`src/rtl/inst_queue.sv`:
```
// Instruction queue between fetcher and dispatcher: predecodes each instruction
// on push and presents the decoded head entry to dispatch.
module inst_queue #(
    parameter int DEPTH = 16,
    parameter int PTR_W = 4
) (
    input  logic              clk_in,
    input  logic              rst_in,
    input  logic              rdy_in,
    input  logic              fet_issue_in,
    input  logic [31:0]       fet_inst_in,
    input  logic [31:0]       fet_pc_in,
    input  logic [31:0]       fet_predict_pc_in,
    output logic              fet_full_out,
    output logic              fet_almost_full_out,
    input  logic              clear_in,
    input  logic              dis_ready_in,
    output logic              dis_valid_out,
    output logic [31:0]       dis_inst_out,
    output logic [31:0]       dis_pc_out,
    output logic [31:0]       dis_predict_pc_out,
    output logic [31:0]       dis_imm_out,
    output logic [2:0]        dis_class_out,
    output logic [4:0]        dis_rs1_out,
    output logic [4:0]        dis_rs2_out,
    output logic [4:0]        dis_rd_out,
    output logic              dis_occupy_rd_out,
    output logic              dis_illegal_out,
    output logic [PTR_W:0]    count_out
);

    typedef enum logic [2:0] {
        CLS_OP     = 3'd0,
        CLS_OP_IMM = 3'd1,
        CLS_LOAD   = 3'd2,
        CLS_STORE  = 3'd3,
        CLS_BRANCH = 3'd4,
        CLS_JAL    = 3'd5,
        CLS_JALR   = 3'd6,
        CLS_UPPER  = 3'd7
    } inst_class_e;

    typedef struct packed {
        logic [31:0] inst;
        logic [31:0] pc;
        logic [31:0] predict_pc;
        logic [31:0] imm;
        inst_class_e cls;
        logic [4:0]  rs1;
        logic [4:0]  rs2;
        logic [4:0]  rd;
        logic        illegal;
    } entry_t;

    localparam logic [PTR_W:0] FULL_CNT  = (PTR_W+1)'(DEPTH);
    localparam logic [PTR_W:0] AFULL_CNT = (PTR_W+1)'(DEPTH - 1);

    entry_t           mem [DEPTH];
    entry_t           dec;
    entry_t           head_ent;
    logic [PTR_W-1:0] head;
    logic [PTR_W-1:0] tail;
    logic [PTR_W:0]   count;
    logic             full;
    logic             valid;
    logic             push;
    logic             pop;

    logic [6:0]       opc;
    logic [4:0]       f_rs1;
    logic [4:0]       f_rs2;
    logic [4:0]       f_rd;
    logic [31:0]      imm_i;
    logic [31:0]      imm_s;
    logic [31:0]      imm_b;
    logic [31:0]      imm_u;
    logic [31:0]      imm_j;

    assign opc   = fet_inst_in[6:0];
    assign f_rd  = fet_inst_in[11:7];
    assign f_rs1 = fet_inst_in[19:15];
    assign f_rs2 = fet_inst_in[24:20];
    assign imm_i = {{20{fet_inst_in[31]}}, fet_inst_in[31:20]};
    assign imm_s = {{20{fet_inst_in[31]}}, fet_inst_in[31:25], fet_inst_in[11:7]};
    assign imm_b = {{19{fet_inst_in[31]}}, fet_inst_in[31], fet_inst_in[7],
                    fet_inst_in[30:25], fet_inst_in[11:8], 1'b0};
    assign imm_u = {fet_inst_in[31:12], 12'h000};
    assign imm_j = {{11{fet_inst_in[31]}}, fet_inst_in[31], fet_inst_in[19:12],
                    fet_inst_in[20], fet_inst_in[30:21], 1'b0};

    // Register fields are masked here so dispatch never sees stray indices.
    always_comb begin
        dec            = '0;
        dec.inst       = fet_inst_in;
        dec.pc         = fet_pc_in;
        dec.predict_pc = fet_predict_pc_in;
        case (opc)
            7'b0110011: begin
                dec.cls = CLS_OP;
                dec.rs1 = f_rs1;
                dec.rs2 = f_rs2;
                dec.rd  = f_rd;
            end
            7'b0010011: begin
                dec.cls = CLS_OP_IMM;
                dec.imm = imm_i;
                dec.rs1 = f_rs1;
                dec.rd  = f_rd;
            end
            7'b0000011: begin
                dec.cls = CLS_LOAD;
                dec.imm = imm_i;
                dec.rs1 = f_rs1;
                dec.rd  = f_rd;
            end
            7'b0100011: begin
                dec.cls = CLS_STORE;
                dec.imm = imm_s;
                dec.rs1 = f_rs1;
                dec.rs2 = f_rs2;
            end
            7'b1100011: begin
                dec.cls = CLS_BRANCH;
                dec.imm = imm_b;
                dec.rs1 = f_rs1;
                dec.rs2 = f_rs2;
            end
            7'b1101111: begin
                dec.cls = CLS_JAL;
                dec.imm = imm_j;
                dec.rd  = f_rd;
            end
            7'b1100111: begin
                dec.cls = CLS_JALR;
                dec.imm = imm_i;
                dec.rs1 = f_rs1;
                dec.rd  = f_rd;
            end
            7'b0110111, 7'b0010111: begin
                dec.cls = CLS_UPPER;
                dec.imm = imm_u;
                dec.rd  = f_rd;
            end
            default: dec.illegal = 1'b1;
        endcase
    end

    assign valid = (count != '0);
    assign full  = (count == FULL_CNT);
    assign pop   = valid & dis_ready_in & rdy_in & ~clear_in;
    assign push  = fet_issue_in & rdy_in & ~clear_in & (~full | pop);

    always_ff @(posedge clk_in) begin
        if (!rst_in) begin
            head  <= '0;
            tail  <= '0;
            count <= '0;
        end else if (rdy_in) begin
            if (clear_in) begin
                head  <= '0;
                tail  <= '0;
                count <= '0;
            end else begin
                if (push) tail <= tail + PTR_W'(1);
                if (pop)  head <= head + PTR_W'(1);
                case ({push, pop})
                    2'b10:   count <= count + (PTR_W+1)'(1);
                    2'b01:   count <= count - (PTR_W+1)'(1);
                    default: count <= count;
                endcase
            end
        end
    end

    always_ff @(posedge clk_in) begin
        if (rst_in && push) mem[tail] <= dec;
    end

    assign head_ent = mem[head];

    assign fet_full_out        = full;
    assign fet_almost_full_out = (count >= AFULL_CNT);
    assign count_out           = count;
    assign dis_valid_out       = valid;
    assign dis_inst_out        = valid ? head_ent.inst       : '0;
    assign dis_pc_out          = valid ? head_ent.pc         : '0;
    assign dis_predict_pc_out  = valid ? head_ent.predict_pc : '0;
    assign dis_imm_out         = valid ? head_ent.imm        : '0;
    assign dis_class_out       = valid ? head_ent.cls        : '0;
    assign dis_rs1_out         = valid ? head_ent.rs1        : '0;
    assign dis_rs2_out         = valid ? head_ent.rs2        : '0;
    assign dis_rd_out          = valid ? head_ent.rd         : '0;
    assign dis_occupy_rd_out   = valid & (head_ent.rd != '0);
    assign dis_illegal_out     = valid & head_ent.illegal;

endmodule

```
`config.mk`:
```
export PLATFORM = sky130hd
export DESIGN_NAME = inst_queue
export DESIGN_NICKNAME = d
export VERILOG_FILES = /design/src/rtl/inst_queue.sv
export SDC_FILE = /design/constraint.sdc
export NUM_CORES = 2
export LEC_CHECK = 0
export BUFFER_PORTS_ARGS = -buffer_cell sky130_fd_sc_hd__buf_2
export CORE_MARGIN = 2
export CORE_UTILIZATION = 55
export CTS_BUF_LIST = sky130_fd_sc_hd__clkbuf_8 sky130_fd_sc_hd__clkbuf_16
export DETAILED_ROUTE_END_ITERATION = 10
export PLACE_DENSITY = 0.7
export SLEW_MARGIN = 20
export SYNTH_ARGS = -nofsm -noshare
export SYNTH_HDL_FRONTEND = slang
export SYNTH_SLANG_ARGS = --single-unit
```
`constraint.sdc`:
```
create_clock -name clk_in -period 21.2 [get_ports clk_in]
set_input_delay 3.18 -clock clk_in [delete_from_list [all_inputs] [get_ports clk_in]]
set_output_delay 3.18 -clock clk_in [all_outputs]
set_load 0.02 [all_outputs]
```
==> impl_metrics.ini <==
[run_status]
status = complete, no violations

[clock_network]
clkLatencyLatePin_ns = 0.85
cts_buffers = 224
cts_root_buf = clkbuf_16
clkSinkCount = 2369
path_clk_slew_ns = 0.06
post_cts_buffers = 0
htreeDepth = 4
cts_resized = 0
cts_hold_buffers = 0
clockBufferDepth = 3
cts_tree = built

[drt]
first_pass_iters = 5
drcViolationCount = 0
routed_wl_microns = 202000
vias = 41100
drtAntennaViolNets = 0
via_per_inst = 6.39
drt_iter0_markers = 4430
routedWlPerCell_microns = 31.4

[floorplan]
core_sq_um = 164000
rows = 149
dieWidth_microns = 410
pin_count = 258
dieArea_sq_um = 168000
dieHeight_microns = 410
start_util_pct = 55.3

[critical_path]
startpoint_type = flip-flop
path_class = reg2out
path_max_fanout = 111
crit_arrival_ns = 5.85
required_ns = 18.02
rrSetupSlack_ns = 16.53
critPathCaptureType = primary output

[pwr]
ir_worst_vdd_uv = 85.6
powerDensity_nw_per_um2 = 89.6
leakagePower_nw = 31.5
finalPower_mw = 9.12

[sta]
setup_viol = 0
tns_ns = 0
setup_ws_ns = 12.17
max_clock_freq_mhz = 111
finalHoldViolCount = 0
worstMarginPinSlew_ns = 1.15
rsz0062_at_grt = no
clock_skew_ns = 0.0243
min_period_ns = 9.03
fin_crit_sh_pct = 42.6
slew_headroom_pct = 23.3
slew_violations = 0

[global_route]
grt_remaining_overflow = 0
antenna_found_initial = 24
grt.total_usage_pct = 24.3
grt_pass1_vias = 41500
grt_first_pass_wirelength_microns = 293000
grt_max_degree = 144

[layout]
drive_gt1_share_pct = 32.8
antenna-diode-count = 0
area_growth_pct = 12.0
fillers = 11000
fin_area_sq_um = 102000
finalNetCount = 4173

[logic_synthesis]
synth_top_cell_by_area = edfxtp_1
synth_area_sq_um = 90900
synthTopCellsByArea = edfxtp_1 (78%), mux4_2 (18%), and2_1 (1.1%)
synth_top_area_share_pct = 77.7
ys_ff_latch = 2369
ys_warn_count = 0
synth.avg_cell_area_sq_um = 24.6
synth_cells = 3696
ys_seq_area_share_pct = 78.1
synth-edff-count = 2352
ys_types = 56
synth_top_flop_cell = edfxtp_1
synth_commonest_cells = edfxtp_1 (2352), mux4_2 (729), and2_1 (167), clkbuf_1 (97), buf_4 (38)
async_flop_share_pct = 0
synth_nets = 3807
synth.most_common_cell = edfxtp_1

[placement]
pre_cts_ws_ns = 12.90
detailed_place_hpwl_microns = 98100
port_buffers = 257
place_congestion = 0.742
placed_cell_area_sq_um = 94700

[job]
cap_violations = 0

[hold_path]
hold_path.class = reg2reg
==> state kept, by name, indices dropped and copies added (netlist names), named ones only <==
register	flops
count_out	5
mem	2352
head	4
tail	4
==> area by class of cell <==
class	count	area [sq um]	area share [%]
clock buffers	225	5630	5.53
clock inverters	181	1380	1.36
inverters	21	91.3	0.0897
multi-input cells	1115	19000	18.6
flip-flops and latches	2369	71000	69.7
well taps	2189	2740	2.69
repair buffers	331	1980	1.94
==> stage by stage <==
step	hold WS [ns]	util (%)	cells
after floorplan	0.463	-	3696
after global placement	0.474	57.6	6025
after detailed placement	0.487	57.6	6025
after CTS	0.501	61.9	6431
after global routing	0.528	61.9	6431
final	0.495	61.9	6431
==> power breakdown <==
part / switching, mW / internal, mW
Clock: 1.69 / 2.12
Combinational: 0.121 / 0.0536
Sequential: 0.00252 / 5.13
==> cell families after synthesis <==
| family | count (synthesis) | synth area share (%) |
|---|---|---|
| buffers and inverters | 212 | 1.15 |
| adder cells (fa/ha/maj) | 9 | 0.132 |
| AO/OA/AOI/OAI | 94 | 0.693 |
| XOR/XNOR | 2 | 0.0193 |
| AND/OR/NAND/NOR | 273 | 1.74 |
| flip-flops | 2369 | 78.1 |
| multiplexers | 737 | 18.2 |
==> worst paths after layout <==
check                             startpoint            end  cells after the start
worst max-delay path               flip-flop  dis_pc_out[9]                      7
worst min register to register       head[1]      flip-flop                      2
worst max register to register  count_out[0]   mem[12][135]                      7
worst min-delay path                 head[1]      flip-flop                      2
==> per-layer routing <==
metal	vias to the layer above	part of all wire, %	track usage (%)	wire [microns]
met5	-	0.056	0	113
met3	280	7.6	4.23	15400
li1	16700	-	-	-
met1	22400	41	36.0	83100
met2	1714	50	38.7	100000
met4	20	1.6	4.94	3230
==> cells in the final DEF (no fill, tap or decap), types with 8 or more instances in the layout <==
| master | instances |
|---|---|
| edfxtp_1 | 2352 |
| mux4_2 | 729 |
| buf_2 | 257 |
| clkbuf_16 | 225 |
| and2_1 | 167 |
| clkinv_1 | 64 |
| buf_4 | 63 |
| inv_1 | 62 |
| clkinv_2 | 37 |
| a21oi_1 | 24 |
| nor2_1 | 23 |
| a21o_1 | 22 |
| bufinv_16 | 16 |
| nand2_1 | 15 |
| dfxtp_1 | 14 |
| nand3_1 | 12 |
| o21ai_0 | 12 |
| buf_12 | 11 |
| nor3_2 | 9 |
| ha_1 | 8 |
==> worst max-delay path, stage by stage (launching register included) <==
cell and delay [ns]:
dfxtp_4 0.92, buf_12 0.71, buf_4 0.82, buf_4 0.81, mux4_2 0.59, mux4_2 0.52
and2_1 0.18, buf_2 0.15
Note: power is estimated with default switching activity, not from simulation.
